### src/rtl/mem_port_arbiter_if.sv
// Requester, response and memory-side signals of the fetch/load-store memory arbiter.
// The core/memory side uses master; the arbiter uses slave.
interface mem_port_arbiter_if #(
  parameter int ADDR_W = 32
);
  logic              if_req;
  logic [ADDR_W-1:0] if_addr;
  logic              if_gnt;
  logic              if_rvalid;
  logic [31:0]       if_rdata;

  logic              d_req;
  logic              d_we;
  logic [1:0]        d_size;
  logic [ADDR_W-1:0] d_addr;
  logic [31:0]       d_wdata;
  logic              d_gnt;
  logic              d_rvalid;
  logic [31:0]       d_rdata;
  logic              d_err;

  logic              m_en;
  logic              m_we;
  logic [3:0]        m_be;
  logic [ADDR_W-3:0] m_addr;
  logic [31:0]       m_wdata;
  logic [31:0]       m_rdata;

  modport master (
    output if_req, if_addr, d_req, d_we, d_size, d_addr, d_wdata, m_rdata,
    input  if_gnt, if_rvalid, if_rdata, d_gnt, d_rvalid, d_rdata, d_err,
    input  m_en, m_we, m_be, m_addr, m_wdata
  );

  modport slave (
    input  if_req, if_addr, d_req, d_we, d_size, d_addr, d_wdata, m_rdata,
    output if_gnt, if_rvalid, if_rdata, d_gnt, d_rvalid, d_rdata, d_err,
    output m_en, m_we, m_be, m_addr, m_wdata
  );
endinterface

### src/rtl/mem_port_arbiter.sv
// Shares one single-ported word memory between instruction fetch and load/store.
// Data has priority; a saturating starvation counter guarantees fetch progress.
module mem_port_arbiter #(
  parameter int ADDR_W       = 32,
  parameter int STARVE_LIMIT = 4
) (
  input  logic               clk,
  input  logic               rst,
  mem_port_arbiter_if.slave  bus
);
  localparam int                CNT_W = $clog2(STARVE_LIMIT + 1);
  localparam logic [CNT_W-1:0]  LIMIT = CNT_W'(STARVE_LIMIT);

  logic [CNT_W-1:0] starve_reg, starve_next;
  logic [1:0]       tag_reg, tag_next;
  logic             err_reg, err_next;

  logic             d_sel, f_sel, d_legal, d_ok;
  logic [3:0]       store_be;
  logic [31:0]      store_wdata;

  always_comb begin
    d_legal = 1'b0;
    case (bus.d_size)
      2'b00:   d_legal = 1'b1;
      2'b01:   d_legal = ~bus.d_addr[0];
      2'b10:   d_legal = (bus.d_addr[1:0] == 2'b00);
      default: d_legal = 1'b0;
    endcase
  end

  // Grants are qualified by rst so nothing reaches memory while in reset.
  assign d_sel = rst & bus.d_req & (~bus.if_req | (starve_reg < LIMIT));
  assign f_sel = rst & bus.if_req & ~d_sel;
  assign d_ok  = d_sel & d_legal;

  always_comb begin
    store_be = 4'b1111;
    case (bus.d_size)
      2'b00:   store_be = 4'b0001 << bus.d_addr[1:0];
      2'b01:   store_be = 4'b0011 << bus.d_addr[1:0];
      default: store_be = 4'b1111;
    endcase
  end

  // Replicate the right-justified store data across every lane it may land in.
  generate
    for (genvar gi = 0; gi < 4; gi++) begin : g_lane
      always_comb begin
        case (bus.d_size)
          2'b00:   store_wdata[gi*8 +: 8] = bus.d_wdata[7:0];
          2'b01:   store_wdata[gi*8 +: 8] = bus.d_wdata[(gi%2)*8 +: 8];
          default: store_wdata[gi*8 +: 8] = bus.d_wdata[gi*8 +: 8];
        endcase
      end
    end
  endgenerate

  always_comb begin
    bus.if_gnt  = f_sel;
    bus.d_gnt   = d_sel;
    bus.m_en    = d_ok | f_sel;
    bus.m_we    = d_ok & bus.d_we;
    bus.m_be    = 4'b0000;
    bus.m_addr  = d_sel ? bus.d_addr[ADDR_W-1:2] : bus.if_addr[ADDR_W-1:2];
    bus.m_wdata = 32'h0;
    if (f_sel || (d_ok && !bus.d_we)) begin
      bus.m_be = 4'b1111;
    end else if (d_ok) begin
      bus.m_be    = store_be;
      bus.m_wdata = store_wdata;
    end
  end

  always_comb begin
    starve_next = starve_reg;
    if (!bus.if_req || f_sel) begin
      starve_next = '0;
    end else if (d_sel && (starve_reg < LIMIT)) begin
      starve_next = starve_reg + 1'b1;
    end
    tag_next = {f_sel, d_ok & ~bus.d_we};
    err_next = d_sel & ~d_legal;
  end

  always_ff @(posedge clk) begin
    if (!rst) begin
      starve_reg <= '0;
      tag_reg    <= 2'b00;
      err_reg    <= 1'b0;
    end else begin
      starve_reg <= starve_next;
      tag_reg    <= tag_next;
      err_reg    <= err_next;
    end
  end

  assign bus.if_rvalid = tag_reg[1];
  assign bus.d_rvalid  = tag_reg[0];
  assign bus.d_err     = err_reg;
  assign bus.if_rdata  = bus.m_rdata;
  assign bus.d_rdata   = bus.m_rdata;
endmodule

### src/flat_wrapper.sv
// flat-port wrapper written by rule: the top's interface ports become plain ports
module mem_port_arbiter_flat 
#(
  parameter int ADDR_W       = 32,
  parameter int STARVE_LIMIT = 4
)
  (clk, rst, bus_if_req, bus_if_addr, bus_d_req, bus_d_we, bus_d_size, bus_d_addr, bus_d_wdata, bus_m_rdata, bus_if_gnt, bus_if_rvalid, bus_if_rdata, bus_d_gnt, bus_d_rvalid, bus_d_rdata, bus_d_err, bus_m_en, bus_m_we, bus_m_be, bus_m_addr, bus_m_wdata);
  mem_port_arbiter_if #(.ADDR_W(ADDR_W)) bus_i ();
  input  logic clk;
  input  logic rst;
  input wire logic [$bits(bus_i.if_req)-1:0] bus_if_req;
  input wire logic [$bits(bus_i.if_addr)-1:0] bus_if_addr;
  input wire logic [$bits(bus_i.d_req)-1:0] bus_d_req;
  input wire logic [$bits(bus_i.d_we)-1:0] bus_d_we;
  input wire logic [$bits(bus_i.d_size)-1:0] bus_d_size;
  input wire logic [$bits(bus_i.d_addr)-1:0] bus_d_addr;
  input wire logic [$bits(bus_i.d_wdata)-1:0] bus_d_wdata;
  input wire logic [$bits(bus_i.m_rdata)-1:0] bus_m_rdata;
  output wire logic [$bits(bus_i.if_gnt)-1:0] bus_if_gnt;
  output wire logic [$bits(bus_i.if_rvalid)-1:0] bus_if_rvalid;
  output wire logic [$bits(bus_i.if_rdata)-1:0] bus_if_rdata;
  output wire logic [$bits(bus_i.d_gnt)-1:0] bus_d_gnt;
  output wire logic [$bits(bus_i.d_rvalid)-1:0] bus_d_rvalid;
  output wire logic [$bits(bus_i.d_rdata)-1:0] bus_d_rdata;
  output wire logic [$bits(bus_i.d_err)-1:0] bus_d_err;
  output wire logic [$bits(bus_i.m_en)-1:0] bus_m_en;
  output wire logic [$bits(bus_i.m_we)-1:0] bus_m_we;
  output wire logic [$bits(bus_i.m_be)-1:0] bus_m_be;
  output wire logic [$bits(bus_i.m_addr)-1:0] bus_m_addr;
  output wire logic [$bits(bus_i.m_wdata)-1:0] bus_m_wdata;
  assign bus_i.if_req = bus_if_req;
  assign bus_i.if_addr = bus_if_addr;
  assign bus_i.d_req = bus_d_req;
  assign bus_i.d_we = bus_d_we;
  assign bus_i.d_size = bus_d_size;
  assign bus_i.d_addr = bus_d_addr;
  assign bus_i.d_wdata = bus_d_wdata;
  assign bus_i.m_rdata = bus_m_rdata;
  assign bus_if_gnt = bus_i.if_gnt;
  assign bus_if_rvalid = bus_i.if_rvalid;
  assign bus_if_rdata = bus_i.if_rdata;
  assign bus_d_gnt = bus_i.d_gnt;
  assign bus_d_rvalid = bus_i.d_rvalid;
  assign bus_d_rdata = bus_i.d_rdata;
  assign bus_d_err = bus_i.d_err;
  assign bus_m_en = bus_i.m_en;
  assign bus_m_we = bus_i.m_we;
  assign bus_m_be = bus_i.m_be;
  assign bus_m_addr = bus_i.m_addr;
  assign bus_m_wdata = bus_i.m_wdata;
  mem_port_arbiter #(.ADDR_W(ADDR_W), .STARVE_LIMIT(STARVE_LIMIT)) u_core (.clk(clk), .rst(rst), .bus(bus_i));
endmodule
### config.mk
export PLATFORM = sky130hd
export DESIGN_NAME = mem_port_arbiter_flat
export DESIGN_NICKNAME = d
export VERILOG_FILES = /design/src/rtl/mem_port_arbiter_if.sv /design/src/rtl/mem_port_arbiter.sv /design/src/flat_wrapper.sv
export SDC_FILE = /design/constraint.sdc
export NUM_CORES = 1
export LEC_CHECK = 0
export BUFFER_PORTS_ARGS = -buffer_cell sky130_fd_sc_hd__buf_2
export CORE_AREA = 2 2 106 108
export CTS_CLUSTER_SIZE = 40
export DETAILED_ROUTE_END_ITERATION = 8
export DIE_AREA = 0 0 108 110
export PLACE_DENSITY = 0.49
export SLEW_MARGIN = 20
export SYNTH_ARGS = -nofsm -noshare
export SYNTH_HDL_FRONTEND = slang
export SYNTH_SLANG_ARGS = --single-unit
export TNS_END_PERCENT = 100
### constraint.sdc
create_clock -name clk -period 1.6 [get_ports clk]
set_input_delay 0.24 -clock clk [delete_from_list [all_inputs] [get_ports clk]]
set_output_delay 0.24 -clock clk [all_outputs]
set_load 0.005 [all_outputs]
Yosys cells after proc, flatten, opt, wreduce, memory -nomap -nowiden
Cells that the tools add are included.
W data, S select, Z words.
- magnitude comparators: 1
- reductions and logical operators: 10
- equality and inequality tests: 2
- shift operators: 2
- bitwise logic cells: 16
- multiplexer cells: 10
- $add $sub $neg: 1
- operators by type and width (cell ; count):
    $mux W32 ; 2
    $mux W30 ; 1
    $mux W8 ; 2
    $pmux W8 S2 ; 1
    $and A1 B1 Y1 ; 8
    $mux W4 ; 2
    $pmux W4 S2 ; 1
    $not A1 Y1 ; 6
    $logic_not A2 Y1 ; 2
    $reduce_or A2 Y1 ; 2
    $shl A1 B2 Y4 const A ; 1
    $shl A2 B2 Y4 const A ; 1
    $add A3 B1 Y3 const B ; 1
    $lt A3 B3 Y1 const B ; 1
    $pmux W1 S3 ; 1
    $eq A2 B1 Y1 const B ; 1
    $eq A2 B2 Y1 const B ; 1
    $logic_and A1 B1 Y1 ; 2
    $logic_not A1 Y1 ; 2
    $logic_or A1 B1 Y1 ; 2
    $or A1 B1 Y1 ; 2
- register bits after elaboration: 6
- bits of input ports: 135
- logic and storage cells: 45
- output and inout bits: 137

Longest topological paths before layout
Gate-level depths: netlist of run 1.
- depth after elaboration: 7
- depth in mapped cells: 5
- gate-level depth less buffers: 3

Least setup slack after synthesis of run 1
Ideal clock, no wire load.
- path kind: in2out
- start: input rst
- end: output bus_m_addr[10]
- cell stages on the path: 4
- buffers on the path: 1
- data required time: 1.360 ns
- arrival: 1.055 ns
- slack: 0.305 ns
- cell sequence: and2_2 > nand2_2 > buf_6 > mux2_2
- longest elaborated chain between the ends: 3
- RTL lines (item ; RTL line ; text):
    from (decl) ; flat_wrapper.sv:10 ; input logic rst;
    $and A1 B1 Y1 (2 in a row) ; mem_port_arbiter.sv:33 ; assign d_sel = rst & bus.d_req & (~bus.if_req | (starve_reg < LIMIT));
    $mux W30 ; mem_port_arbiter.sv:65 ; bus.m_addr = d_sel ? bus.d_addr[ADDR_W-1:2] : bus.if_addr[ADDR_W-1:2];
    to (decl) ; flat_wrapper.sv:29 ; output wire logic [$bits(bus_i.m_addr)-1:0] bus_m_addr;
No other way between the ends.

Worst setup path in the final report of run 1
- start: register u_core.starve_reg[2]
- end: output bus_m_addr[10]
- longest elaborated chain between the ends: 4
- RTL lines (item ; RTL line ; text):
    from (decl) ; mem_port_arbiter.sv:14 ; logic [CNT_W-1:0] starve_reg, starve_next;
    from (signal assigned) ; mem_port_arbiter.sv:92 ; starve_reg <= starve_next;
    $lt A3 B3 Y1 ; mem_port_arbiter.sv:33 ;
    $or A1 B1 Y1 ; mem_port_arbiter.sv:33 ;
    $and A1 B1 Y1 ; mem_port_arbiter.sv:33 ;
    $mux W30 ; mem_port_arbiter.sv:65 ;
No other way between the ends.

==> results.md, run 1 <==
- Residual DRC: 0
- Lkg Pwr: 1.627 nW
- IO buf count: 173
- Avg Inst Size Synth: 7.710 sq um
- Final setup vio count: 0
- Post-synth cell types: 28
- Unrepaired setup endpoints after global routing: true
- Filler cell count: 1171
- Core area: 10700 sq um
- Yosys reg bits: 6
- Clock transition at path regs: 40 ps
- Reg area: 121.4 sq um
- WL/cell: 14.01 um
- Largest net degree at the start of global routing: 32
- TritonCTS clock tree: built
- Flop pwr share: 15.3%
- Skew-Pair Late Insertion Delay: 220 ps
- Clock skew: 1.124 ps
- Routed WL: 6810 um
- WP data arrival: 1350 ps
- Max Freq: 0.6274 GHz
- Power share of the combinational group: 62.5%
- Internal: 0.0007045 W
- Clk network pwr share: 22.2%
- Antenna violations before repair: 0
- Synth Warn #: 0
- Diode count: 0
- Crit. End Element: output pin
- Buf+Inv Stages, Crit Path: 2
- Starting Density: 16.43%
- Hold Buf Count CTS: 0
- TritonCTS Buffers: 3
- Min Tclk post-route: 1594 ps
- Final hold vios: 0
- Status: finished, final reports clean
- Power Dens Cells: 368.3 nW/um^2
- Drt pass-1 iters: 4
- H-Tree Depth: 1
- Die width: 108 um
- Max-slew violation count: 0
- Worst path slowest cell: dfxtp_2
- Crit Path Category: flip-flop to output pin
- Detail Placement HPWL: 5212 um
- Top-area cell type share of the netlist area: 27.33%
- CTS sink count: 6
- Syn Nets: 364
- Worst slew margin: 84.50%
- Gpl congestion: 0.7453
- Area occupied by multi-input gates: 1152 sq um
- Crit path max fanout: 8
- Max FFs per register: 3
- First DRT Iteration DRCs: 38
- Die ar.: 11880 sq um
- Layout cells sized above 1: 70.23%
- Post-Synthesis Cells: 228
- Via count: 1941
- GRT Util Overall: 9.188%
- Psw: 0.0003175 W
- First-pass GRT wire length: 8645 um
- Total grt overflow: 0
- Die Y: 110 um
- Top Ports: 272
- Max-cap viol count: 0
- Register area share after synthesis: 6.833%
- CP required: 1360 ps
- Worst Hold Class: input port to flip-flop
- Worst vdd ir: 0.2473 mV
- Setup crit start kind: flip-flop
- Nets: 484
- Area growth syn-to-layout: 57.86%
- Worst-path cell chain: nand2_4 > nand2_8 > buf_12 > mux2_2 > buf_2
- Remaining antenna violation count: 0
- Most area-hungry cell type in the Yosys netlist: buf_4
- Switching part of the total: 31.07%
- Max clock buf depth: 2
- Mapped Area: 1758 sq um
- Vias in the first global route: 1794
- Number of cell rows: 38
- Clock Root Buffer: clkbuf_8
- Post-Route Setup TNS: 0 ps
- Final Power: 0.001022 W
- Period utilisation layout: 99.62%
- Critical path's top delay family: flip-flops
- Vias per std cell: 3.994
- Synth area leaders: buf_4 (27%), mux2_2 (23%), mux2i_1 (9.1%), dfxtp_1 (6.8%), nor2_1 (6.2%)
- CP max stage delay: 340 ps
- Least-Margin Pin Slew: 231.8 ps
==> synthesized netlist by cell type, drive strengths merged <==
library cell and count:
nand2b 2, o2111ai 1, inv 13, dfxtp 6, mux2i 16, nor3 4, clkbuf 1, a21oi 11
nor2b 1, and2 3, o211ai 1, nor2 29, nand2 12, nand3 1, o21ai 12, and3b 1
ha 1, mux2 38, buf 74, or2 1
==> layer usage <==
metal	GRT usage (%)	wire length, um
met1	10.10	2464
met2	17.79	3513
met5	0	0
met4	2.564	127
met3	1.881	704
==> path summary, 6_finish.rpt <==
kind | startpoint | end | slack (ps) | depth (start not counted)
max | u_core.starve_reg[2]$_SDFFE_PP0P_ | bus_m_addr[10] | 6 | 5
min | bus_d_we | u_core.tag_reg[0]$_SDFF_PN0_ | 280 | 2
max reg2reg | u_core.starve_reg[2]$_SDFFE_PP0P_ | u_core.bus.d_err$_SDFF_PN0_ | 490 | 5
min reg2reg | u_core.starve_reg[0]$_SDFFE_PP0P_ | u_core.starve_reg[0]$_SDFFE_PP0P_ | 430 | 1
==> area by class of cell <==
cell class / count / share of cell area, %
Clock buffer: 3 / 1.488
Inverter: 13 / 1.758
Multi-Input combinational cell: 134 / 41.52
Sequential cell: 6 / 4.373
Tap cell: 140 / 6.312
Timing Repair Buffer: 190 / 44.54
==> power groups by stage <==
stage	logic (W)	clock network [W]	registers (W)
floorplan	0.000357	0	0.000159
global placement	0.000483	0	0.000158
detailed placement	0.000491	0	0.000158
CTS	0.000569	0.000234	0.000156
global route	0.000692	0.000245	0.000156
finish	0.000639	0.000227	0.000156
==> cell usage in the layout, fill, tap and decap left out, types with 2 or more instances in the layout <==
cell type	n
a21oi_1	7
a21oi_2	3
and2_1	2
buf_12	5
buf_2	147
buf_4	10
buf_6	26
clkbuf_8	3
dfxtp_1	5
inv_1	13
mux2_2	9
mux2_4	29
mux2i_1	15
nand2_1	10
nand2b_1	2
nor2_1	29
nor3_1	3
o21ai_0	8
o21ai_1	4
==> per-stage QoR <==
step | worst slack, ps | util [%] | instance area (sq um) | std cells | hold slack (ps)
after global routing | -50.47 | 25.94 | 2775 | 486 | 298.2
after detailed placement | -4.887 | 21.88 | 2341 | 477 | 419.6
after floorplan | 304.6 | - | 1758 | 228 | 312.4
after CTS | -64.82 | 24.21 | 2590 | 486 | 288.9
after global placement | -25.34 | 21.88 | 2341 | 477 | 418.6
final | 6.155 | 25.94 | 2775 | 486 | 284.3
==> timing repair <==
action                                 in CTS  in global routing
resized for setup                          26                 47
endpoints found under the hold margin       0                  0
gates cloned                                2                  1
setup endpoints to repair                  31                 58
buffers inserted                            4                  1
pin swaps                                   1                  3
==> kinds of logic after synthesis <==
kind of cell	synth area share [%]
simple gates	14.02
fa+ha+maj	0.7116
mux	33.45
buf+inv	35.66
compound gates	9.325
flops	6.833
Note: power is estimated with default switching activity, not from simulation.
==> run 2, diff against run 1 <==
- PLACE_DENSITY: 0.49 -> unset
- PLACE_DENSITY_LB_ADDON: unset -> 0.25
==> run 2 against run 1 <==
Net effect: the run now ends with setup timing left; routed wire length grew 11%; global-route usage increased by 1.1 points; non-clock buffer count is 6 higher; critical path type unchanged; largest cell class unchanged.
==> results.md, run 2 (synthesized netlist as in run 1, its figures left out) <==
- Status: finished with violations
- Failing checks: setup timing
- Die width: 108 um
- Max FFs per register: 3
- WL/cell: 15.41 um
- Core area: 10700 sq um
- Number of cell rows: 38
- Area growth syn-to-layout: 57.08%
- Fin util: 25.81%
- Largest net degree at the start of global routing: 34
- Switching part of the total: 31.81%
- Worst slew margin: 84.79%
- Layout cells sized above 1: 71.31%
- Placed cells: 483
- Min Tclk post-route: 1622 ps
- Nets: 490
- Period utilisation layout: 101.4%
- Unrepaired setup endpoints after global routing: true
- Clk network pwr share: 22.0%
- Power share of the combinational group: 62.6%
- CTS sink count: 6
- Setup crit start kind: flip-flop
- Least-Margin Pin Slew: 221.8 ps
- Routed WL: 7580 um
- Clock Root Buffer: clkbuf_8
- Skew-Pair Late Insertion Delay: 220 ps
- Most common cell after layout, fill and taps aside: buf_2
- H-Tree Depth: 1
- Detail Placement HPWL: 6140 um
- First DRT Iteration DRCs: 51
- Post-DP Area: 2386 sq um
- Fin area: 2761 sq um
- IO buf count: 173
- Die ar.: 11880 sq um
- Vias in the first global route: 1729
- Drt pass-1 iters: 4
- Remaining antenna violation count: 0
- TritonCTS Buffers: 3
- Clock transition at path regs: 30 ps
- Top Ports: 272
- Max-cap viol count: 0
- Crit. End Element: output pin
- Starting Density: 16.43%
- Internal: 0.0006954 W
- Residual DRC: 0
- Worst Hold Class: input port to flip-flop
- Crit Path Category: flip-flop to output pin
- Diode count: 0
- Hold Buf Count CTS: 0
- CP required: 1360 ps
- Crit path max fanout: 8
- PnR worst setup slack: -21.89 ps
- Max clock buf depth: 2
- GRT Util Overall: 10.30%
- First-pass GRT wire length: 9218 um
- Final Power: 0.001020 W
- WP data arrival: 1380 ps
- Psw: 0.0003244 W
- Power Dens Cells: 369.3 nW/um^2
- TritonCTS clock tree: built
- Lkg Pwr: 1.592 nW
- Antenna violations before repair: 0
- Finished Layout Cells: 492
- Via count: 1968
- Clock skew: 0.3159 ps
- Max Freq: 0.6166 GHz
- Most frequent cells in the layout: buf_2 (149), nor2_1 (27), buf_6 (25)
- Die Y: 110 um
- Max-slew violation count: 0
- Worst vdd ir: 0.2392 mV
- Final setup vio count: 10
- Vias per std cell: 4.000
- Flop pwr share: 15.3%
- Final hold vios: 0
- Post-Route Setup TNS: -106.6 ps
- Total grt overflow: 0
- Gpl congestion: 0.6745
## run 2: path summary, 6_finish.rpt
path	slack [ps]	start	depth (start not counted)	end
worst max-delay path	-20	u_core.starve_reg[2]$_SDFFE_PP0P_	5	bus_m_addr[8]
worst min-delay path	280	bus_d_we	2	u_core.tag_reg[0]$_SDFF_PN0_
worst max register to register	400	u_core.starve_reg[2]$_SDFFE_PP0P_	6	u_core.bus.d_err$_SDFF_PN0_
worst min register to register	430	u_core.starve_reg[0]$_SDFFE_PP0P_	1	u_core.starve_reg[0]$_SDFFE_PP0P_
## run 2: metrics by stage
| step | setup WS [ps] | hold slack (ps) |
|---|---|---|
| 3_3_place_gp | -51.50 | 420.3 |
| 2_1_floorplan | 304.6 | 312.4 |
| 6_report | -21.89 | 276.7 |
| 4_1_cts | -54.31 | 271.9 |
| 3_5_place_dp | -46.72 | 426.4 |
| 5_1_grt | -72.37 | 275.9 |
## run 2: worst max-delay path: stages, from the launching register on
cell       delay (ps)
dfxtp_2           320
nand2_2            70
nand2_4           120
clkbuf_16         180
mux2_2            340
buf_6             120
## run 2: power by group through the flow
stage	Clock (W)	Combinational, W	Sequential, W
6_report	0.000225	0.000639	0.000156
3_5_place_dp	0	0.000519	0.000158
2_1_floorplan	0	0.000357	0.000159
4_1_cts	0.000227	0.000530	0.000156
3_3_place_gp	0	0.000516	0.000159
5_1_grt	0.000244	0.000694	0.000156
## run 2: repair_timing
| action | 4_1_cts | 5_1_grt |
|---|---|---|
| hold endpoints to repair | 0 | 0 |
| setup endpoints to repair | 43 | 51 |
| buffers inserted | 1 | 2 |
| cloned | 0 | 3 |
| resized for setup | 5 | 52 |
| pin swaps | 2 | 2 |
## run 2: routing by layer
metal	routed length (um)	vias to the layer above	track usage [%]
met2	3926	148	20.44
met1	2637	861	10.13
met3	835	23	2.881
met4	181	0	3.755
met5	0	-	0
li1	-	936	-
## run 2: final cells by class
| cell class | instances | area (sq um) |
|---|---|---|
| Tap cell | 140 | 175.2 |
| Clock buffer | 3 | 41.29 |
| Sequential cell | 6 | 121.4 |
| Inverter | 13 | 48.80 |
| Timing Repair Buffer | 196 | 1265 |
| Fill cell | 1172 | 7936 |
| Multi-Input combinational cell | 134 | 1110 |
==> run 3, diff against run 2 <==
- CAP_MARGIN: unset -> 0
- PLACE_DENSITY: unset -> 0.59
- PLACE_DENSITY_LB_ADDON: 0.25 -> unset
==> run 3 against run 2 <==
Net effect: via count fell by 0.97%; critical endpoint is now bus_m_addr[1]; sequential share of layout area rose by 0.067 points; the flow still finishes with violations (setup timing); routed wire length rose by 2.4%; core utilization fell by 0.39 points; die area did not move; global-route usage rose by 0.35 points; non-clock buffer count fell by 5; sequential power barely moved; critical path depth did not move.
==> results.md, run 3 (synthesized netlist as in run 1, its figures left out) <==
- Wire length on met1: 2673 um
- Period utilisation layout: 101.0%
- Nets: 485
- Max FFs per register: 3
- Min Tclk post-route: 1616 ps
- Max-slew violation count: 0
- CP required: 1360 ps
- First DRT Iteration DRCs: 79
- Top sig layer: met4
- Vias in the first global route: 1745
- First-pass GRT wire length: 9384 um
- Gpl congestion: 0.7973
- Max Freq: 0.6188 GHz
- Lkg Pwr: 1.564 nW
- FF-to-FF Start: u_core.starve_reg[2]$_SDFFE_PP0P_
- Final setup vio count: 13
- Most common cell after layout, fill and taps aside: buf_2
- Die Y: 110 um
- Post-place setup slack: -27.39 ps
- IO buf count: 173
- CTS sink count: 6
- Final hold vios: 0
- Layout cells sized above 1: 71.76%
- Area growth syn-to-layout: 54.73%
- H-Tree Depth: 1
- Routed WL: 7763 um
- Setup crit start: u_core.starve_reg[2]$_SDFFE_PP0P_
- WL met2: 4085 um
- Status: finished with violations
- Via count: 1949
- Unrepaired setup endpoints after global routing: true
- TritonCTS clock tree: built
- Least-Margin Pin Slew: 318.8 ps
- Skew-Pair Late Insertion Delay: 220 ps
- PnR worst setup slack: -15.99 ps
- Top Ports: 272
- Worst slew margin: 78.69%
- Drt pass-1 iters: 4
- GRT Util Overall: 10.65%
- Crit. End Element: output pin
- Setup crit start kind: flip-flop
- WP data arrival: 1380 ps
- Power Dens Cells: 376.8 nW/um^2
- Diode count: 0
- Max-cap viol count: 0
- Number of cell rows: 38
- Clock skew: 0.9371 ps
- Vias per std cell: 4.002
- Total grt overflow: 0
- Detail Placement HPWL: 6329 um
- TritonCTS Buffers: 3
- Most frequent cells in the layout: buf_2 (151), nor2_1 (29), mux2_2 (22)
- Crit path max fanout: 16
- Wire length on met3: 724 um
- Core area: 10700 sq um
- Hold slack: 271.8 ps
- WL/cell: 15.94 um
- Hold Startpoint: bus_d_we
- Worst vdd ir: 0.2077 mV
- Clock transition at path regs: 40 ps
- Clock Root Buffer: clkbuf_8
- Residual DRC: 0
- Crit Path Category: flip-flop to output pin
- Max clock buf depth: 2
- Worst Hold Class: input port to flip-flop
- Remaining antenna violation count: 0
- Largest net degree at the start of global routing: 32
- Failing checks: setup timing
- Antenna violations before repair: 0
- Die ar.: 11880 sq um
- Starting Density: 16.43%
- Die width: 108 um
-- run 3: repair_timing --
item | in CTS | in global routing
hold buffers | 0 | 0
setup endpoints to repair | 32 | 47
cloned | 1 | 1
resized for setup | 15 | 44
pin swaps | 2 | 2
buffers inserted | 1 | 1
-- run 3: final timing paths --
check | end | slack [ps] | cells after the start
min | u_core.tag_reg[0]$_SDFF_PN0_ | 270 | 2
max reg2reg | u_core.bus.d_err$_SDFF_PN0_ | 560 | 5
min reg2reg | u_core.starve_reg[0]$_SDFFE_PP0P_ | 430 | 1
max | bus_m_addr[1] | -20 | 5
-- run 3: critical path, cell delays in order, from the launching register on --
cell and delay, ps:
dfxtp_2 340, nand2_4 80, nand2_8 100, buf_16 150
mux2_2 350, buf_2 130
-- run 3: layout make-up --
cell class	instances	area [sq um]
Tap cell	140	175.2
Inverter	13	48.80
Timing Repair Buffer	191	1210
Clock buffer	3	41.29
Fill cell	1171	7978
Sequential cell	6	121.4
Multi-Input combinational cell	134	1124
-- run 3: layer usage --
layer,up-vias,global-route usage (%)
met3,21,1.293
met2,131,21.83
met1,866,10.48
met5,-,0
li1,931,-
met4,0,5.037
-- run 3: per-stage QoR --
step	util (%)	cells	instance area (sq um)	setup TNS [ps]	power, W
2_1_floorplan	-	228	1758	0	0.0005154
3_3_place_gp	22.09	480	2364	0	0.0006753
3_5_place_dp	22.09	480	2364	-29.17	0.0006834
4_1_cts	23.49	485	2512	-332.6	0.0009580
5_1_grt	25.43	487	2720	-945.2	0.001093
6_report	25.43	487	2720	-113.6	0.001025
-- run 3: report_power, final --
group          internal [W]  total (W)  switching, W
Sequential         0.000155   0.000156    0.00000125
Combinational      0.000371   0.000639      0.000268
Clock              0.000162   0.000230     0.0000683
